<file path="config.mk">
export PLATFORM = sky130hd
export DESIGN_NAME = aes_uart_sequencer
export DESIGN_NICKNAME = d
export VERILOG_FILES = /design/src/rtl/aes_uart_sequencer.sv
export SDC_FILE = /design/constraint.sdc
export NUM_CORES = 1
export LEC_CHECK = 0
export BUFFER_PORTS_ARGS = -buffer_cell sky130_fd_sc_hd__buf_2
export CAP_MARGIN = 20
export CELL_PAD_IN_SITES_DETAIL_PLACEMENT = 0
export CELL_PAD_IN_SITES_GLOBAL_PLACEMENT = 2
export CORE_ASPECT_RATIO = 0.7
export CORE_MARGIN = 5
export CORE_UTILIZATION = 34
export CTS_CLUSTER_DIAMETER = 150
export DETAILED_ROUTE_END_ITERATION = 10
export PLACE_DENSITY_LB_ADDON = 0.1
export SLEW_MARGIN = 10
export SYNTH_ARGS = -nofsm -noshare
export SYNTH_HDL_FRONTEND = slang
export SYNTH_SLANG_ARGS = --single-unit
</file>
<file path="constraint.sdc">
create_clock -name CLK -period 4.3 [get_ports CLK]
set_clock_uncertainty 0.2 [all_clocks]
set_input_delay 0.86 -clock CLK [delete_from_list [all_inputs] [get_ports CLK]]
set_output_delay 0.86 -clock CLK [all_outputs]
set_load 0.01 [all_outputs]
</file>
<file path="src/rtl/aes_uart_sequencer.sv">
// aes_uart_sequencer: board-level glue between uart_wrapper and the AES Cipher.
// Loads key/plaintext blocks from UART RX, runs one encryption per GO and
// streams the ciphertext back out through the UART TX handshake.
// Ports:
//   CLK, CPU_RESETN        clock, async active-low reset
//   I_MODE, I_GO           SW[1:0] load select, start pulse
//   I_RX_DATA, I_RX_VLD    received byte stream
//   O_TX_DATA, O_TX_START  byte and one-cycle request to the transmitter
//   I_TX_BUSY              transmitter busy
//   O_AES_START            one-cycle Cipher start
//   I_AES_DONE, I_AES_CT   Cipher completion and ciphertext
//   O_AES_PT, O_AES_KEY    plaintext and key registers
//   O_STATE, O_BYTE_CNT    FSM state and byte position, for LEDs
//   O_ERR                  sticky: GO without complete key and plaintext
module aes_uart_sequencer #(
    parameter int NBYTES  = 16,
    parameter int BUSY_TO = 64
) (
    input  logic                CLK,
    input  logic                CPU_RESETN,
    input  logic [1:0]          I_MODE,
    input  logic                I_GO,
    input  logic [7:0]          I_RX_DATA,
    input  logic                I_RX_VLD,
    output logic [7:0]          O_TX_DATA,
    output logic                O_TX_START,
    input  logic                I_TX_BUSY,
    output logic                O_AES_START,
    input  logic                I_AES_DONE,
    input  logic [8*NBYTES-1:0] I_AES_CT,
    output logic [8*NBYTES-1:0] O_AES_PT,
    output logic [8*NBYTES-1:0] O_AES_KEY,
    output logic [2:0]          O_STATE,
    output logic [4:0]          O_BYTE_CNT,
    output logic                O_ERR
);

    localparam int W   = 8 * NBYTES;
    localparam int BW  = $clog2(W);
    localparam int TOW = $clog2(BUSY_TO + 1);

    localparam logic [1:0] MODE_PT  = 2'b01;
    localparam logic [1:0] MODE_KEY = 2'b10;

    typedef enum logic [2:0] {
        S_IDLE  = 3'd0,
        S_LOAD  = 3'd1,
        S_START = 3'd2,
        S_WAIT  = 3'd3,
        S_TX    = 3'd4,
        S_TXW   = 3'd5,
        S_DRAIN = 3'd6
    } state_t;

    state_t         state;
    state_t         state_n;
    logic [W-1:0]   pt;
    logic [W-1:0]   key;
    logic [W-1:0]   ct;
    logic           pt_ok;
    logic           key_ok;
    logic           err;
    logic [4:0]     byte_cnt;
    logic [1:0]     ld_mode;
    logic [TOW-1:0] to_cnt;
    logic [7:0]     tx_data;
    logic           tx_start;

    logic          mode_ld;
    logic          last;
    logic [BW-1:0] lsb;
    logic          ld_wr;
    logic          ld_done;
    logic          ld_abort;
    logic          go_ok;
    logic          go_bad;
    logic          ct_ld;
    logic          tx_fire;
    logic          drain_adv;

    assign mode_ld = (I_MODE == MODE_PT) || (I_MODE == MODE_KEY);
    assign last    = (byte_cnt == 5'(NBYTES - 1));
    // Byte k lives at bits [W-1-8k -: 8]; first byte is the MSB.
    assign lsb     = BW'(W - 8) - BW'({byte_cnt, 3'b000});

    always_ff @(posedge CLK or negedge CPU_RESETN) begin
        if (!CPU_RESETN) state <= S_IDLE;
        else             state <= state_n;
    end

    always_comb begin
        state_n   = state;
        ld_wr     = 1'b0;
        ld_done   = 1'b0;
        ld_abort  = 1'b0;
        go_ok     = 1'b0;
        go_bad    = 1'b0;
        ct_ld     = 1'b0;
        tx_fire   = 1'b0;
        drain_adv = 1'b0;
        case (state)
            S_IDLE: begin
                // GO has priority; a same-cycle RX byte is dropped.
                if (I_GO) begin
                    if (pt_ok && key_ok) begin
                        go_ok   = 1'b1;
                        state_n = S_START;
                    end else begin
                        go_bad = 1'b1;
                    end
                end else if (I_RX_VLD && mode_ld) begin
                    ld_wr   = 1'b1;
                    state_n = S_LOAD;
                end
            end
            S_LOAD: begin
                if (I_MODE != ld_mode) begin
                    ld_abort = 1'b1;
                    state_n  = S_IDLE;
                end else if (I_RX_VLD) begin
                    ld_wr = 1'b1;
                    if (last) begin
                        ld_done = 1'b1;
                        state_n = S_IDLE;
                    end
                end
            end
            S_START: state_n = S_WAIT;
            S_WAIT: begin
                if (I_AES_DONE) begin
                    ct_ld   = 1'b1;
                    state_n = S_TX;
                end
            end
            S_TX: begin
                if (!I_TX_BUSY) begin
                    tx_fire = 1'b1;
                    state_n = S_TXW;
                end
            end
            S_TXW: begin
                // Move on once the transmitter acknowledges, or give up
                // waiting for busy and treat the byte as taken.
                if (I_TX_BUSY || to_cnt == TOW'(BUSY_TO - 1))
                    state_n = S_DRAIN;
            end
            S_DRAIN: begin
                if (!I_TX_BUSY) begin
                    drain_adv = 1'b1;
                    state_n   = last ? S_IDLE : S_TX;
                end
            end
            default: state_n = S_IDLE;
        endcase
    end

    always_ff @(posedge CLK or negedge CPU_RESETN) begin
        if (!CPU_RESETN) begin
            pt       <= '0;
            key      <= '0;
            ct       <= '0;
            pt_ok    <= 1'b0;
            key_ok   <= 1'b0;
            err      <= 1'b0;
            byte_cnt <= '0;
            ld_mode  <= '0;
            to_cnt   <= '0;
            tx_data  <= '0;
            tx_start <= 1'b0;
        end else begin
            tx_start <= tx_fire;
            if (ld_wr) begin
                ld_mode <= I_MODE;
                if (I_MODE == MODE_PT) pt[lsb +: 8]  <= I_RX_DATA;
                else                   key[lsb +: 8] <= I_RX_DATA;
                byte_cnt <= ld_done ? 5'd0 : byte_cnt + 5'd1;
            end
            if (ld_done) begin
                if (I_MODE == MODE_PT) pt_ok  <= 1'b1;
                else                   key_ok <= 1'b1;
            end
            if (ld_abort) begin
                if (ld_mode == MODE_PT) pt_ok  <= 1'b0;
                else                    key_ok <= 1'b0;
                byte_cnt <= '0;
            end
            if (go_ok)  err <= 1'b0;
            if (go_bad) err <= 1'b1;
            if (ct_ld) begin
                ct       <= I_AES_CT;
                byte_cnt <= '0;
            end
            if (tx_fire) begin
                tx_data <= ct[lsb +: 8];
                to_cnt  <= '0;
            end
            if (state == S_TXW) to_cnt <= to_cnt + 1'b1;
            if (drain_adv) byte_cnt <= last ? 5'd0 : byte_cnt + 5'd1;
        end
    end

    assign O_TX_DATA   = tx_data;
    assign O_TX_START  = tx_start;
    assign O_AES_START = (state == S_START);
    assign O_AES_PT    = pt;
    assign O_AES_KEY   = key;
    assign O_STATE     = state;
    assign O_BYTE_CNT  = byte_cnt;
    assign O_ERR       = err;

endmodule

</file>
==> metrics, run 1 <==
result of the run=completed; overall global routing resource usage=0.204; mean instance size in the synthesized netlist=about 12 um2; unrepaired setup endpoints after global routing=false; via count of the first global-routing pass=around 13000; most common cell after layout, fill and taps aside=sky130_fd_sc_hd__nand2_1; Die Ht=about 200 um; unique cell type count in the Yosys netlist=between 50 and 60; combined area of all synthesized cells=17400 um2; number of enable flip-flop cells after synthesis=0; Synth Net Count=1662; initial standard-cell utilization of the core=0.344; switching power=4640 uW; clock-pin slew on the worst setup and hold paths=~0.06 ns; required time at the worst-slack endpoint=~4.5 ns; area added between synthesis and finish=24.5%; Pint=around 8600 uW; DRC violation total after the first TritonRoute iteration=726; share of the clock period used by the worst path=0.744; # setup viols final=0; worst IR drop on VDD=0.277 mV; post-CTS setup-driven buffer insertion count=0; Routed wire per std cell=22.4 um; layout cells sized above 1=0.396; clock buffer count from CTS=44; minimum setup slack among reg-to-reg paths=1.10 ns; most frequently used flop master after synthesis=sky130_fd_sc_hd__dfrtp_1; number of diodes added for antenna fixing=0; post-cts hold buffer count=0; boundary pin count=between 400 and 500; f_max=around 310 MHz; total of buffers placed on input and output ports=roughly 420; global-route wire length before repair=between 80000 and 90000 um; class of the most critical setup path=register to register; combinational power share=0.299; post-synthesis async set-or-reset flop share=1.00; worst slew margin relative to its limit=0.421; number of pins with negative max-slew slack in the final report=0; Hold/Removal Path Class=primary input to asynchronous set/reset pin; CTS resizes=0; final cell area excluding filler cells=21700 um2; HPWL Detailed=42600 um; average vias per placed instance=between 4 and 5; placer's final routability congestion estimate=between 0.7 and 0.8; Placement Cell Area=20300 um2; power share of the clock group=0.287; Post-Route Hold Slack=roughly 0.10 ns; proportion of power drawn by flip-flops and latches=0.414; pin count of the biggest net entering global routing=130; final total negative setup slack=0 ns; Final Hold Violating Endpoints=0; instance count of the mapped netlist=1511; PwrDens=a little over 600 nW/um2; Worst EP arrival=~3.4 ns; area inside the core boundary=about 50000 um2; commonest cells after routing, fill and taps aside=sky130_fd_sc_hd__nand2_1 (487), sky130_fd_sc_hd__buf_2 (417), sky130_fd_sc_hd__dfrtp_1 (411); worst-path maximum fanout=15; total routed wirelength=slightly below 60000 um; shortest clock period the worst path allows after layout=approximately 3.2 ns; maximum clock path buffer count=3; FF+latch count, synth=between 400 and 500; Routed Antenna Nets=0; first-pass detailed-route iteration total=5; depth of the CTS H-tree=2; antenna violations before repair=3; CTS Root Cell=sky130_fd_sc_hd__clkbuf_16; Crit. End Element=register; leakage power=approximately 0.012 uW; Max Cap Violations=0; TritonCTS clock tree=done; clock insertion delay at the later pin of the skew report=0.55 ns; total number of vias=between 10000 and 15000; GRT Residual Overflow=0; chip width=between 200 and 300 um; Synthesis Warnings=0; total die area=56000 um2; share of synthesized area occupied by flip-flops and latches=0.592; total number of placement rows=69; Critical Path Start Type=register; clock sinks=413; residual DRC count=0; final net count=2064; transition time at the pin with the least slew margin=roughly 0.87 ns; switching power as a share of total power=0.351
## final timing paths
kind	from	cells after the start	to
max	O_STATE[2]	5	O_AES_PT[117]
max in group asynchronous	CPU_RESETN	2	O_AES_PT[76]
min	CPU_RESETN	1	ct[114]
max reg2reg	O_STATE[2]	5	O_AES_PT[117]
min reg2reg	O_AES_PT[95]	2	O_AES_PT[95]
min in group CLK	O_AES_PT[95]	2	O_AES_PT[95]
## kinds of logic after synthesis
family	after synthesis	synth area share
AOI/OAI and AO/OA	131	0.0451
xor gates and xnor gates	6	0.00301
adders and majority gates	7	0.00502
buffers and inverters	98	0.0237
DFF	413	0.592
muxes	243	0.180
and+or+nand+nor	613	0.151
## metrics by stage
step           utilization  power, uW  cells  setup WS [ns]
3_3_place_gp         0.400       9500   2540          0.781
5_1_grt              0.428      14000   2617          0.896
3_5_place_dp         0.400       9540   2540          0.774
4_1_cts              0.428      13400   2616           1.10
6_report             0.428      13200   2617           1.10
2_1_floorplan            -       7790   1511           1.06
## cell usage after synthesis (all sizes together), types with 3 or more instances
cell	instances	area, um2
buf	26	144
and3	9	56.3
nand2b	3	18.8
o2111ai	5	43.8
nor2b	18	113
and2	20	125
o31ai	4	30.0
mux4	33	743
nor2	33	124
o21ai	87	447
nand2	487	1830
dfrtp	413	10300
xor2	5	43.8
a22oi	4	30.0
a21oi	8	40.0
nor3	11	88.8
inv	10	37.5
mux2	209	2380
clkbuf	62	233
nand3	13	90.1
ha	7	87.6
a221o	6	60.1
or3b	3	26.3
nor3b	4	41.3
## worst max-delay path, cell delays in order (launching register included)
cell and delay (ns):
sky130_fd_sc_hd__dfrtp_1 0.54, sky130_fd_sc_hd__and4bb_1 0.38, sky130_fd_sc_hd__nor3b_4 0.39, sky130_fd_sc_hd__o21a_1 0.38, sky130_fd_sc_hd__or4b_1 0.78, sky130_fd_sc_hd__mux2_4 0.40
## cell type report
| class | count | area, um2 |
|---|---|---|
| multi-input cells | 1000 | 6700 |
| inverters | 10 | 37.5 |
| fillers | 4964 | 29100 |
| clock buffers | 59 | 1210 |
| flip-flops and latches | 413 | 10300 |
| well taps | 674 | 843 |
| clock inverters | 17 | 196 |
| repair buffers | 444 | 2380 |
## flip-flops by register name, indices dropped and copies added, names as in the netlist
register and cells:
key_ok 1, O_AES_PT 128, ct 128, O_TX_DATA 8, ld_mode 2, O_BYTE_CNT 5, O_STATE 3, O_AES_KEY 128
O_ERR 1, pt_ok 1, O_TX_START 1, to_cnt 7
## metal layers
layer  share of wire  global-route usage  vias up
met5         0.00019                   0        -
met4           0.016              0.0355        2
met3           0.060              0.0505       58
met2            0.45               0.311      288
met1            0.47               0.301     6491
li1                -                   -     5902
## power groups by stage
stage / Sequential (uW) / Clock (uW) / Combinational [uW]
final: 5470 / 3790 / 3950
after floorplan: 5480 / 0 / 2310
after global routing: 5590 / 4030 / 4410
after global placement: 5510 / 0 / 3990
after CTS: 5470 / 3880 / 4020
after detailed placement: 5520 / 0 / 4020
No activity file was read; power rests on OpenSTA's default activity.
==> run 2, diff against run 1 <==
Clock period 4.3 ns to 3.1 ns, I/O delays scaled along.
==> run 2 against run 1 <==
First-iteration DRC count shrank 0.69%; largest cell class unchanged; critical endpoint is now O_AES_KEY[0]; count of clock-buffer cells in the layout grew 5; final cell count grew 1.9%; via count grew 1.2%; maximum frequency grew 9.6%; sequential share of layout area shrank 0.93 points; critical path type unchanged; sequential cell count is the same; clock power grew 34%.
==> metrics, run 2 (synthesized netlist as in run 1, its figures left out) <==
clock insertion delay at the later pin of the skew report=0.54 ns (about the same); placer's final routability congestion estimate=0.820 (+3.0%); overall global routing resource usage=0.208 (+0.00370); initial standard-cell utilization of the core=0.344 (unchanged); DRC violation total after the first TritonRoute iteration=721 (-0.69%); transition time at the pin with the least slew margin=1.10 ns (+0.231 ns); unrepaired setup endpoints after global routing=false; GRT Residual Overflow=0 (unchanged); area inside the core boundary=50800 um2 (unchanged); combinational power share=0.310 (+0.011); residual DRC count=0 (unchanged); PwrDens=827 nW/um2 (+36%); Hold/Removal Path Class=primary input to register; depth of the CTS H-tree=2 (unchanged); number of diodes added for antenna fixing=0 (unchanged); worst IR drop on VDD=0.448 mV (+62%); total number of vias=12900 (+1.2%); # setup viols final=0 (unchanged); pin count of the biggest net entering global routing=79 (-39%); Final Hold Violating Endpoints=0 (unchanged); CTS Root Cell=sky130_fd_sc_hd__clkbuf_16; final net count=2113 (+2.4%); first-pass detailed-route iteration total=5 (unchanged); area added between synthesis and finish=26.9%; HPWL Detailed=44200 um (+3.7%); maximum clock path buffer count=3 (unchanged); power share of the clock group=0.278 (-0.009); chip width=281 um (unchanged); clock-pin slew on the worst setup and hold paths=0.07 ns (about the same); class of the most critical setup path=register to register; Critical Path Start Type=register; final core utilization=0.436 (+0.00853); leakage power=0.0120 uW (+2.1%); Routed wire per std cell=22.1 um (-1.1%); Placement Cell Area=20800 um2 (+2.4%); via count of the first global-routing pass=13800 (+2.5%); clock buffer count from CTS=42 (-4.5%); Max Cap Violations=0 (unchanged); most common cell after layout, fill and taps aside=sky130_fd_sc_hd__nand2_1; f_max=343 MHz (+9.6%); average vias per placed instance=4.84 (-0.61%); layout cells sized above 1=0.410 (+0.0133); TritonCTS clock tree=done; clock sinks=413 (unchanged); Crit. End Element=register; commonest cells after routing, fill and taps aside=sky130_fd_sc_hd__nand2_1 (487), sky130_fd_sc_hd__buf_2 (417), sky130_fd_sc_hd__dfrtp_1 (411); worst-path maximum fanout=12 (-3); worst slew margin relative to its limit=0.261 (-0.159); Die Ht=200 um (unchanged); switching power as a share of total power=0.345 (-0.00690); global-route wire length before repair=88600 um (+1.8%); Worst EP arrival=3.16 ns (-0.28 ns); switching power=6310 uW (+36%); total routed wirelength=59000 um (+0.75%); result of the run=completed; total number of placement rows=69 (unchanged); antenna violations before repair=1 (-2); Pint=12000 uW (+40%); proportion of power drawn by flip-flops and latches=0.412 (-0.002); boundary pin count=419 (unchanged); total of buffers placed on input and output ports=418 (unchanged); required time at the worst-slack endpoint=3.34 ns (-1.20 ns); number of pins with negative max-slew slack in the final report=0 (unchanged); shortest clock period the worst path allows after layout=2.92 ns (-0.281 ns); CTS resizes=0 (unchanged); total die area=56000 um2 (unchanged); share of the clock period used by the worst path=0.942 (+0.198); final cell area excluding filler cells=22100 um2 (+2.0%); Routed Antenna Nets=0 (unchanged)
run 2: cell types whose count changed in the layout (fill, tap and decap cells not counted), moves of 2 or more:
cell / before / now
sky130_fd_sc_hd__clkbuf_8: 5 / 9
sky130_fd_sc_hd__clkinv_2: 10 / 6
sky130_fd_sc_hd__clkinv_8: 3 / 0
sky130_fd_sc_hd__clkbuf_1: 10 / 12
sky130_fd_sc_hd__buf_4: 18 / 61
sky130_fd_sc_hd__buf_12: 7 / 15
run 2: area by class of cell:
cell class / instances / area (um2)
flip-flops and latches: 413 / 10300
fillers: 4954 / 28600
clock inverters: 10 / 106
well taps: 674 / 843
multi-input cells: 1000 / 6700
clock buffers: 64 / 1240
repair buffers: 495 / 2870
inverters: 10 / 37.5
run 2: final timing paths:
check / start / end / slack, ns / cells after the start
max in group asynchronous: CPU_RESETN / O_BYTE_CNT[0] / 1.36 / 3
min in group asynchronous: CPU_RESETN / ct[90] / 0.40 / 2
hold reg to reg: O_TX_DATA[0] / O_TX_DATA[0] / 0.26 / 2
setup reg to reg: O_BYTE_CNT[0] / O_AES_KEY[0] / 0.18 / 7
hold / removal: I_AES_CT[92] / ct[92] / 0.07 / 3
setup / recovery: O_BYTE_CNT[0] / O_AES_KEY[0] / 0.18 / 7
run 2: power groups by stage:
stage | sequential, uW | combinational [uW] | clock [uW]
floorplan | 7600 | 3210 | 0
CTS | 7550 | 5760 | 5230
global placement | 7600 | 5690 | 0
global route | 7710 | 6320 | 5430
finish | 7550 | 5670 | 5090
detailed placement | 7620 | 5740 | 0
run 2: worst max-delay path, stage by stage, from the launching register on:
cell	delay (ns)
sky130_fd_sc_hd__dfrtp_2	0.53
sky130_fd_sc_hd__ha_1	0.33
sky130_fd_sc_hd__and2_1	0.23
sky130_fd_sc_hd__nand2_1	0.15
sky130_fd_sc_hd__nor3_1	0.42
sky130_fd_sc_hd__buf_4	0.21
sky130_fd_sc_hd__and2_1	0.37
sky130_fd_sc_hd__mux2_2	0.38
run 2: layer usage:
layer  vias to the layer above  track usage  wire [um]
met2                       286        0.319      26600
met1                      6557        0.302      27500
met4                         2       0.0411       1170
li1                       5983            -          -
met3                        72       0.0517       3650
met5                         -            0         13
run 2: through the flow:
stage               total power (uW)  hold slack (ns)  std cells  setup WS (ns)  TNS, ns
floorplan                      10800            0.124       1511         0.0142        0
detailed placement             13400            0.258       2591        -0.0800    -1.05
global route                   19500           0.0444       2666         0.0455        0
finish                         18300           0.0716       2666          0.181        0
CTS                            18500           0.0403       2666          0.192        0
global placement               13300            0.251       2591        -0.0217   -0.264
run 2: timing repair:
item                       CTS  global route
hold buffers                 1             0
setup endpoints to repair    0             0
hold endpoints to repair    43             0
setup buffers                0             0
